## src/rtl/fft_frame_pkg.sv

```systemverilog
// Shared types and helpers for the FFT frame loader.
package fft_frame_pkg;

  typedef enum logic [2:0] {
    CLEAR = 3'd0,
    LOAD  = 3'd1,
    FLUSH = 3'd2,
    START = 3'd3,
    RUN   = 3'd4,
    HOLD  = 3'd5
  } state_t;

  // Sign-extend the low i_w bits of i_val to 32 bits.
  function automatic logic [31:0] sext(input logic [31:0] i_val, input int i_w);
    logic [31:0] v;
    for (int i = 0; i < 32; i++) begin
      v[i] = (i < i_w) ? i_val[i] : i_val[i_w-1];
    end
    return v;
  endfunction

endpackage

```

## src/rtl/fft_frame_loader_if.sv

```systemverilog
// Sample stream, FFT load port and frame hand-off signals of the frame loader.
interface fft_frame_loader_if #(
  parameter int width = 16,
  parameter int M     = 5
);
  logic                    s_valid;
  logic                    s_ready;
  logic signed [width-M-1:0] s_data;
  logic                    fft_reset;
  logic                    fft_load;
  logic [M-1:0]            fft_rd_adr;
  logic [2*width-1:0]      fft_rd;
  logic                    fft_start;
  logic                    fft_done;
  logic                    frame_ready;
  logic                    frame_ack;
  logic [7:0]              frame_count;

  modport master (
    input  s_valid, s_data, fft_done, frame_ack,
    output s_ready, fft_reset, fft_load, fft_rd_adr, fft_rd, fft_start,
           frame_ready, frame_count
  );

  modport slave (
    output s_valid, s_data, fft_done, frame_ack,
    input  s_ready, fft_reset, fft_load, fft_rd_adr, fft_rd, fft_start,
           frame_ready, frame_count
  );
endinterface

```

## src/rtl/fft_frame_loader_window_rom.sv

```systemverilog
// Hann window coefficient ROM (Q0.16, 32 points); only built with FFT_FRAME_LOADER_WINDOW_EN.
`ifdef FFT_FRAME_LOADER_WINDOW_EN
module fft_window_rom #(
  parameter int M  = 5,
  parameter int CW = 16
) (
  input  logic [M-1:0]  i_adr,
  output logic [CW-1:0] o_coef
);
  logic [M-1:0] w_fold;

  // The window is symmetric about N/2, so only the first half is tabulated.
  always_comb begin
    w_fold = i_adr;
    if (i_adr[M-1] && (i_adr[M-2:0] != {(M-1){1'b0}})) begin
      w_fold = {M{1'b0}} - i_adr;
    end else begin
      w_fold = i_adr;
    end
    case (w_fold)
      5'd0:    o_coef = 16'h0000;
      5'd1:    o_coef = 16'h0276;
      5'd2:    o_coef = 16'h09BE;
      5'd3:    o_coef = 16'h1592;
      5'd4:    o_coef = 16'h257D;
      5'd5:    o_coef = 16'h38E3;
      5'd6:    o_coef = 16'h4F04;
      5'd7:    o_coef = 16'h6707;
      5'd8:    o_coef = 16'h8000;
      5'd9:    o_coef = 16'h98F8;
      5'd10:   o_coef = 16'hB0FB;
      5'd11:   o_coef = 16'hC71C;
      5'd12:   o_coef = 16'hDA82;
      5'd13:   o_coef = 16'hEA6D;
      5'd14:   o_coef = 16'hF641;
      5'd15:   o_coef = 16'hFD89;
      default: o_coef = 16'hFFFF;
    endcase
  end
endmodule
`endif

```

## src/rtl/fft_frame_loader.sv

```systemverilog
// Loads one N-point frame of packed complex samples into the FFT, runs it and hands it downstream.
// Optional Hann windowing of each sample is enabled by FFT_FRAME_LOADER_WINDOW_EN.
module fft_frame_loader
  import fft_frame_pkg::*;
#(
  parameter int width = 16,
  parameter int M     = 5,
  parameter int CW    = 16
) (
  input logic               clk,
  input logic               reset,
  fft_frame_loader_if.master bus
);
  state_t             r_state;
  logic [M-1:0]       r_index;
  logic               r_s_ready;
  logic               r_fft_reset;
  logic               r_fft_load;
  logic [M-1:0]       r_fft_rd_adr;
  logic [2*width-1:0] r_fft_rd;
  logic               r_fft_start;
  logic               r_frame_ready;
  logic [7:0]         r_frame_count;

  logic signed [width-M-1:0] w_sample;
  logic [31:0]               w_ext;
  logic [width-1:0]          w_real;
  logic                      w_unused_ext;

`ifdef FFT_FRAME_LOADER_WINDOW_EN
  logic [CW-1:0]               w_coef;
  logic signed [width-M+CW:0]  w_prod;
  logic                        w_unused_prod;

  fft_window_rom #(.M(M), .CW(CW)) u_window_rom (
    .i_adr  (r_index),
    .o_coef (w_coef)
  );

  // Coefficient is unsigned, so it gets a zero sign bit before the signed multiply.
  assign w_prod        = bus.s_data * $signed({1'b0, w_coef});
  assign w_sample      = w_prod[CW +: (width-M)];
  assign w_unused_prod = ^{w_prod[CW-1:0], w_prod[width-M+CW]};
`else
  assign w_sample = bus.s_data;
`endif

  assign w_ext        = sext({{(32-(width-M)){1'b0}}, w_sample}, width-M);
  assign w_real       = w_ext[width-1:0];
  assign w_unused_ext = ^w_ext[31:width];

  // Frame sequencer; every output is a register updated here.
  always_ff @(posedge clk or posedge reset) begin
    if (reset) begin
      r_state       <= CLEAR;
      r_index       <= {M{1'b0}};
      r_s_ready     <= 1'b0;
      r_fft_reset   <= 1'b0;
      r_fft_load    <= 1'b0;
      r_fft_rd_adr  <= {M{1'b0}};
      r_fft_rd      <= {(2*width){1'b0}};
      r_fft_start   <= 1'b0;
      r_frame_ready <= 1'b0;
      r_frame_count <= 8'd0;
    end else begin
      case (r_state)
        CLEAR: begin
          r_fft_reset   <= 1'b1;
          r_s_ready     <= 1'b0;
          r_fft_load    <= 1'b0;
          r_fft_start   <= 1'b0;
          r_frame_ready <= 1'b0;
          r_index       <= {M{1'b0}};
          r_state       <= LOAD;
        end
        LOAD: begin
          r_fft_reset <= 1'b0;
          r_fft_start <= 1'b0;
          if (bus.s_valid && r_s_ready) begin
            r_fft_load   <= 1'b1;
            r_fft_rd_adr <= r_index;
            r_fft_rd     <= {w_real, {width{1'b0}}};
            r_index      <= r_index + {{(M-1){1'b0}}, 1'b1};
            if (r_index == {M{1'b1}}) begin
              r_s_ready <= 1'b0;
              r_state   <= FLUSH;
            end else begin
              r_s_ready <= 1'b1;
            end
          end else begin
            r_fft_load <= 1'b0;
            r_s_ready  <= 1'b1;
          end
        end
        FLUSH: begin
          r_s_ready   <= 1'b0;
          r_fft_load  <= 1'b0;
          r_fft_start <= 1'b1;
          r_state     <= START;
        end
        START: begin
          r_fft_start <= 1'b0;
          r_state     <= RUN;
        end
        RUN: begin
          if (bus.fft_done) begin
            r_frame_ready <= 1'b1;
            r_state       <= HOLD;
          end else begin
            r_state <= RUN;
          end
        end
        HOLD: begin
          if (bus.frame_ack) begin
            r_frame_ready <= 1'b0;
            r_frame_count <= r_frame_count + 8'd1;
            r_state       <= CLEAR;
          end else begin
            r_frame_ready <= 1'b1;
          end
        end
        default: r_state <= CLEAR;
      endcase
    end
  end

  assign bus.s_ready     = r_s_ready;
  assign bus.fft_reset   = r_fft_reset;
  assign bus.fft_load    = r_fft_load;
  assign bus.fft_rd_adr  = r_fft_rd_adr;
  assign bus.fft_rd      = r_fft_rd;
  assign bus.fft_start   = r_fft_start;
  assign bus.frame_ready = r_frame_ready;
  assign bus.frame_count = r_frame_count;
endmodule
```

## src/flat_wrapper.sv

```systemverilog
// flat-port wrapper written by rule: the top's interface ports become plain ports
module fft_frame_loader_flat import fft_frame_pkg::*;
#(
  parameter int width = 16,
  parameter int M     = 5,
  parameter int CW    = 16
)
  (clk, reset, bus_s_valid, bus_s_data, bus_fft_done, bus_frame_ack, bus_s_ready, bus_fft_reset, bus_fft_load, bus_fft_rd_adr, bus_fft_rd, bus_fft_start, bus_frame_ready, bus_frame_count);
  fft_frame_loader_if #(.width(width), .M(M)) bus_i ();
  input logic clk;
  input logic reset;
  input wire logic [$bits(bus_i.s_valid)-1:0] bus_s_valid;
  input wire logic [$bits(bus_i.s_data)-1:0] bus_s_data;
  input wire logic [$bits(bus_i.fft_done)-1:0] bus_fft_done;
  input wire logic [$bits(bus_i.frame_ack)-1:0] bus_frame_ack;
  output wire logic [$bits(bus_i.s_ready)-1:0] bus_s_ready;
  output wire logic [$bits(bus_i.fft_reset)-1:0] bus_fft_reset;
  output wire logic [$bits(bus_i.fft_load)-1:0] bus_fft_load;
  output wire logic [$bits(bus_i.fft_rd_adr)-1:0] bus_fft_rd_adr;
  output wire logic [$bits(bus_i.fft_rd)-1:0] bus_fft_rd;
  output wire logic [$bits(bus_i.fft_start)-1:0] bus_fft_start;
  output wire logic [$bits(bus_i.frame_ready)-1:0] bus_frame_ready;
  output wire logic [$bits(bus_i.frame_count)-1:0] bus_frame_count;
  assign bus_i.s_valid = bus_s_valid;
  assign bus_i.s_data = bus_s_data;
  assign bus_i.fft_done = bus_fft_done;
  assign bus_i.frame_ack = bus_frame_ack;
  assign bus_s_ready = bus_i.s_ready;
  assign bus_fft_reset = bus_i.fft_reset;
  assign bus_fft_load = bus_i.fft_load;
  assign bus_fft_rd_adr = bus_i.fft_rd_adr;
  assign bus_fft_rd = bus_i.fft_rd;
  assign bus_fft_start = bus_i.fft_start;
  assign bus_frame_ready = bus_i.frame_ready;
  assign bus_frame_count = bus_i.frame_count;
  fft_frame_loader #(.width(width), .M(M), .CW(CW)) u_core (.clk(clk), .reset(reset), .bus(bus_i));
endmodule
```

## config.mk

```make
export PLATFORM = sky130hd
export DESIGN_NAME = fft_frame_loader_flat
export DESIGN_NICKNAME = d
export VERILOG_FILES = /design/src/rtl/fft_frame_pkg.sv /design/src/rtl/fft_frame_loader_if.sv /design/src/rtl/fft_frame_loader_window_rom.sv /design/src/rtl/fft_frame_loader.sv /design/src/flat_wrapper.sv
export SDC_FILE = /design/constraint.sdc
export NUM_CORES = 1
export LEC_CHECK = 0
export ABC_CLOCK_PERIOD_IN_PS = 2200
export CAP_MARGIN = 10
export CORE_ASPECT_RATIO = 1.5
export CORE_UTILIZATION = 28
export CTS_CLUSTER_DIAMETER = 30
export DETAILED_ROUTE_END_ITERATION = 8
export GPL_TIMING_DRIVEN = 0
export REMOVE_ABC_BUFFERS = 1
export SYNTH_ARGS = -nofsm -noshare
export SYNTH_HDL_FRONTEND = slang
export SYNTH_SLANG_ARGS = --single-unit
```

## constraint.sdc

```tcl
create_clock -name clk -period 2.2 [get_ports clk]
set_input_delay 0.44 -clock clk [delete_from_list [all_inputs] [get_ports clk]]
set_output_delay 0.44 -clock clk [all_outputs]
set_load 0.03 [all_outputs]
```

==> flow_summary.json, run 1 <==
{
  "synth_top_area_cell": "dfrtp_1",
  "grt_pass1_vias": 1103,
  "seq_area_um2": 925.9,
  "synthXorXnorAreaFrac": 0.03331,
  "synth_cell_type_count": 38,
  "multi_input_area_um2": 744.5,
  "clock-sinks": 37,
  "routed_wl_um": 3223,
  "cts_tree": "done",
  "cts_buffer_depth": 2,
  "worst-endpoint-arrival_ps": 1540,
  "gp_congestion": 0.7262,
  "finalHoldViolations": 0,
  "start_kind": "flop",
  "path_class": "flop to output pin",
  "synth_top_area_frac": 0.5031,
  "wire_per_inst_um": 11.81,
  "synthAdderAreaFrac": 0.02039,
  "areaGrowthSynthToFinish_pct": 27.74,
  "p_leak_nw": 1.058,
  "synth_compound_area_frac": 0.05303,
  "clk_latency_ps": 290,
  "end_kind": "output pin",
  "drtIter0Drc": 55,
  "drc_errors": 0,
  "vias": 1207,
  "dp_hpwl_um": 2345,
  "rows": 35,
  "gr-usage-all-layers": 0.1014,
  "antenna_cells": 0,
  "synthTopCellsByArea": "dfrtp_1 50%, buf_4 8.6%, mux2_2 6.1%",
  "die_w_um": 68.20,
  "fin_cells": 273,
  "cts-resized-gates": 1,
  "ioPinCount": 66,
  "irDropWorstVdd_v": 0.0002656,
  "yosys.area_share.simple": 0.1305,
  "synth_top_family_by_area": "multiplexers",
  "post-route-min-period_ps": 1979,
  "die_area_um2": 6908,
  "die-height_um": 101.3,
  "grt_pass1_wl_um": 5147,
  "slowest_delay_ps": 730,
  "numCtsBuffers": 5,
  "synthCells": 156,
  "hold_class": "flop to flop",
  "finalCritPeriodShare": 0.8997,
  "crit_buf_inv": 1,
  "maxSlewHeadroom": 0.4906,
  "port_buffers": 49,
  "coreArea_um2": 6262,
  "syn_avg_cell_area_um2": 11.80,
  "crit_family": "buffers and inverters",
  "required_ps": 1760,
  "fin_nets": 218,
  "max_clock_freq_mhz": 505.2,
  "ant_nets": 0,
  "setup_viol": 0,
  "ys_ff_latch": 37,
  "most-common-layout-cells": "49 x clkdlybuf4s50_1, 37 x dfrtp_1, 16 x conb_1",
  "path_cells": "clkdlybuf4s50_1",
  "place_inst": 266,
  "cts_setup_buffers": 0,
  "synth.area.mux_share": 0.1346,
  "cts_root_buffer": "clkbuf_8",
  "max_slew.worst_pin.slew_ps": 763.0,
  "grt_start_max_net_pins": 38,
  "viasPerCell": 4.421,
  "rsz0062_at_grt": "false",
  "drv_slew": 0,
  "syn_area_um2": 1841,
  "yosys_warnings": 0,
  "crit_fanout": 8,
  "clock-skew-final_ps": 8.376,
  "drv_cap": 0,
  "power.total_mw": 2.518,
  "ys_seq_area_frac": 0.5031,
  "slowest_stage": "clkdlybuf4s50_1",
  "status": "complete, no violations",
  "cts_hold_buf": 0,
  "final_common_cell": "clkdlybuf4s50_1",
  "clkTransAtPathRegs_ps": 70,
  "powerDensity_nw_per_um2": 1071,
  "start_util": 0.2939,
  "firstDrtPassIters": 2,
  "grt_antenna_before_repair": 0,
  "layout-drive-gt1-share": 0.1357,
  "fillerInstances": 643,
  "overflow": 0,
  "htreeDepth": 2
}
==> cells by family after synthesis <==
kind of cell             Yosys count
flip-flops                        37
multiplexers                      20
buffers and inverters             31
AO/OA/AOI/OAI                     15
XOR/XNOR                           7
AND/OR/NAND/NOR                   42
other                              1
adder cells (fa/ha/maj)            3
==> routing by layer <==
layer	wire, um	vias to the layer above	GRT usage
met5	0	-	0
met4	92	0	0.06250
met3	178	7	0.02928
met2	1669	40	0.1712
met1	1282	580	0.1075
li1	-	580	-
==> area by class of cell <==
class | count | area share
clock buffer | 7 | 0.03672
inverter | 3 | 0.004790
multi-input combinational | 103 | 0.3167
sequential | 37 | 0.3938
tap | 74 | 0.03938
timing repair buffer | 49 | 0.2086
==> state kept, by name (all words and copies together), names as in the netlist <==
name                    cells
u_core.bus.fft_start        1
u_core.bus.frame_count      8
u_core.bus.frame_ready      1
u_core.bus.fft_reset        1
u_core.bus.s_ready          1
u_core.bus.fft_rd_adr       5
u_core.r_index              5
u_core.r_state              3
u_core.bus.fft_rd          11
u_core.bus.fft_load         1
==> report_power, final <==
group	switching (mW)	internal, mW
clock network	0.224	0.248
registers	0.139	0.854
logic	0.560	0.493
==> cells in the mapped netlist <==
cell type   n
or3_1       2
dfrtp_1    37
and2_1      1
nand2_1    13
mux2_2     10
o2bb2ai_1   1
nor2_1      4
a311o_1     1
xor2_1      1
buf_12      1
nor3_1      1
xnor2_1     6
clkbuf_1    4
inv_1       3
buf_4      21
nand2b_1    1
mux2_4      7
nor2b_1     1
o22ai_1     1
buf_6       2
o21ai_0     5
and4b_1     1
a21oi_1     3
and3_1      3
ha_1        3
and4_1      1
nand4bb_4   1
nand4_1     4
a21boi_0    1
o211ai_1    1
conb_1      1
a311oi_1    1
or2_2       1
nor3b_1     1
o22a_1      1
nand3_1     6
or2_1       1
mux2i_1     3
==> worst paths after layout <==
| path | slack [ps] | startpoint | cells past startpoint | end |
|---|---|---|---|---|
| hold / removal | 480 | u_core.bus.frame_count[7] | 1 | u_core.bus.frame_count[7] |
| setup reg to reg | 310 | u_core.r_state[2] | 3 | u_core.bus.fft_rd[17] |
| max in group asynchronous | 1100 | reset | 2 | u_core.bus.fft_rd[26] |
| hold reg to reg | 480 | u_core.bus.frame_count[7] | 1 | u_core.bus.frame_count[7] |
| min in group asynchronous | 610 | reset | 2 | u_core.bus.frame_count[5] |
| setup / recovery | 220 | u_core.bus.s_ready | 1 | bus_s_ready |
==> worst register-to-register path: stages (launching register included) <==
cell       delay [ps]
dfrtp_1           550
nand4bb_4         330
or2_2             520
mux2_4            380
==> per-stage QoR <==
step	util	instance area, um^2	setup WS [ps]	hold slack (ps)	setup TNS [ps]
2_1_floorplan	-	1682	337.5	490.6	0
3_3_place_gp	0.3616	2265	-275.2	467.4	-4203
3_5_place_dp	0.3616	2265	-290.9	475.8	-4483
4_1_cts	0.3754	2351	200.2	492.4	0
5_1_grt	0.3754	2351	137.6	509.2	0
6_report	0.3754	2351	220.6	483.9	0
No activity file was read; power rests on OpenSTA's default activity.
==> run 2: changes to the inputs <==
--- a/config.mk
+++ b/config.mk
@@ -6,7 +6,7 @@
 export NUM_CORES = 1
 export LEC_CHECK = 0
 export ABC_CLOCK_PERIOD_IN_PS = 2200
-export CAP_MARGIN = 10
+export CAP_MARGIN = 20
 export CORE_ASPECT_RATIO = 1.5
 export CORE_UTILIZATION = 28
 export CTS_CLUSTER_DIAMETER = 30
==> results of run 2 <==
Same layout as run 1: the final DEF is identical, and so are final timing and power.
==> run 3: changes to the inputs <==
--- a/config.mk
+++ b/config.mk
@@ -7,11 +7,11 @@
 export LEC_CHECK = 0
 export ABC_CLOCK_PERIOD_IN_PS = 2200
 export CAP_MARGIN = 20
-export CORE_ASPECT_RATIO = 1.5
 export CORE_UTILIZATION = 28
 export CTS_CLUSTER_DIAMETER = 30
 export DETAILED_ROUTE_END_ITERATION = 8
 export GPL_TIMING_DRIVEN = 0
+export HOLD_SLACK_MARGIN = 0.02
 export REMOVE_ABC_BUFFERS = 1
 export SYNTH_ARGS = -nofsm -noshare
 export SYNTH_HDL_FRONTEND = slang
==> run 3 against run 2 <==
Wire length rose by 0.71%. First-iteration DRC count shrank 36%. Largest cell class unchanged. Register-to-register slack about the same. Core utilization grew 0.073 points.
==> flow_summary.json, run 3 (same netlist as run 1, synthesis figures left out) <==
{
  "status": "complete, no violations",
  "r2r_cells": 3,
  "antenna_cells": 0,
  "rows": 29,
  "grt_pass1_wl_um": 5671,
  "power.total_mw": 2.659,
  "ant_nets": 0,
  "drc_errors": 0,
  "clock-sinks": 37,
  "port_buffers": 49,
  "reg2reg_from": "u_core.r_state[2]",
  "rsz0062_at_grt": "false",
  "coreArea_um2": 6350,
  "crit_fanout": 8,
  "grt_pass1_vias": 1160,
  "hold_start": "u_core.bus.frame_count[7]",
  "slowest_stage": "clkdlybuf4s50_1",
  "preCtsSetupSlack_ps": -302.7,
  "crit_family": "buffers and inverters",
  "max_clock_freq_mhz": 506.0,
  "firstDrtPassIters": 4,
  "final_area_um2": 2389,
  "numCtsBuffers": 5,
  "timing.rr.end": "u_core.bus.fft_rd[19]",
  "drv_cap": 0,
  "max_slew.worst_pin.slew_ps": 761.7,
  "final_common_cell": "clkdlybuf4s50_1",
  "drtIter0Drc": 35,
  "wire_per_inst_um": 11.72,
  "cts_tree": "done",
  "finalHoldViolations": 0,
  "required_ps": 1760,
  "path_class": "flop to output pin",
  "htreeDepth": 2,
  "layout-drive-gt1-share": 0.1450,
  "whs_path_depth": 1,
  "post-route-min-period_ps": 1976,
  "r2r_slack_ps": 300,
  "whs_ps": 483.8,
  "gr-usage-all-layers": 0.1043,
  "drv_slew": 0,
  "powerDensity_nw_per_um2": 1113,
  "clock-skew-final_ps": 6.238,
  "most-common-layout-cells": "49 x clkdlybuf4s50_1, 37 x dfrtp_1, 16 x conb_1",
  "die_area_um2": 6901,
  "die-height_um": 83.08,
  "slowest_delay_ps": 740,
  "die_w_um": 83.08,
  "start_util": 0.2899,
  "start_kind": "flop",
  "dpl_cell_area_um2": 2268,
  "cts_hold_buf": 0,
  "gp_congestion": 0.7847,
  "finalCritPeriodShare": 0.8983,
  "grt_antenna_before_repair": 0,
  "finalWorstSetupSlack_ps": 223.8,
  "maxSlewHeadroom": 0.4914,
  "largest_reg_flops": 11,
  "p_leak_nw": 1.071,
  "overflow": 0,
  "crit_buf_inv": 1,
  "routed_wl_um": 3246,
  "ioPinCount": 66,
  "final_core_util": 0.3762,
  "end_kind": "output pin",
  "setup_viol": 0,
  "clk_latency_ps": 290,
  "viasPerCell": 4.379,
  "fin_nets": 218,
  "timing.hold.worst_endpoint": "u_core.bus.frame_count[7]",
  "dp_hpwl_um": 2270,
  "cts_root_buffer": "clkbuf_8",
  "clkTransAtPathRegs_ps": 70,
  "hold_class": "flop to flop",
  "vias": 1213,
  "worst-endpoint-arrival_ps": 1540,
  "cts_buffer_depth": 2,
  "path_cells": "clkdlybuf4s50_1",
  "irDropWorstVdd_v": 0.0004553,
  "areaGrowthSynthToFinish_pct": 29.78,
  "grt_start_max_net_pins": 38
}
[run 3: cell count changes in the layout (fill, tap and decap cells not counted)]
cell,delta
bufinv_16,+1
clkbuf_1,-1
clkinvlp_4,+1
[run 3: worst max path at each step]
stage | from | to | slack (ps) | cells after the start
floorplan | u_core.r_state[2] | u_core.bus.fft_rd[26] | 340 | 3
global placement | bus_s_valid | u_core.bus.fft_rd[24] | -270 | 4
detailed placement | bus_s_valid | u_core.bus.fft_rd[26] | -300 | 4
CTS | u_core.bus.s_ready | bus_s_ready | 200 | 1
global route | u_core.bus.s_ready | bus_s_ready | 150 | 1
finish | u_core.bus.s_ready | bus_s_ready | 220 | 1
[run 3: what timing repair did]
action                     in CTS  in global routing
buffers inserted                0                  0
setup endpoints to repair       9                  0
hold endpoints to repair        0                  0
gates resized for setup         1                  0
[run 3: report_power, final]
group | internal [mW] | total [mW] | switching [mW]
combinational | 0.491 | 1.05 | 0.560
sequential | 0.854 | 0.997 | 0.143
clock | 0.368 | 0.611 | 0.242
total | 1.71 | 2.66 | 0.946
[run 3: layout make-up]
type	instances	area, um^2
fillers	627	3961
flip-flops and latches	37	925.9
clock inverters	2	37.54
well taps	77	96.34
repair buffers	49	490.5
clock buffers	6	82.58
inverters	3	11.26
multi-input cells	103	744.5
[run 3: metal layers]
metal  vias to the layer above  wire [um]  global-route usage
met5                         -          0                   0
met1                       572       1575              0.1401
met2                        45       1425              0.1528
li1                        590          -                   -
met4                         0         55             0.03762
met3                         6        189             0.03976
[run 3: per-stage QoR]
step           setup TNS, ps  std cells
3_5_place_dp           -4790        269
6_report                   0        277
3_3_place_gp           -4203        269
4_1_cts                    0        277
5_1_grt                    0        277
2_1_floorplan              0        143
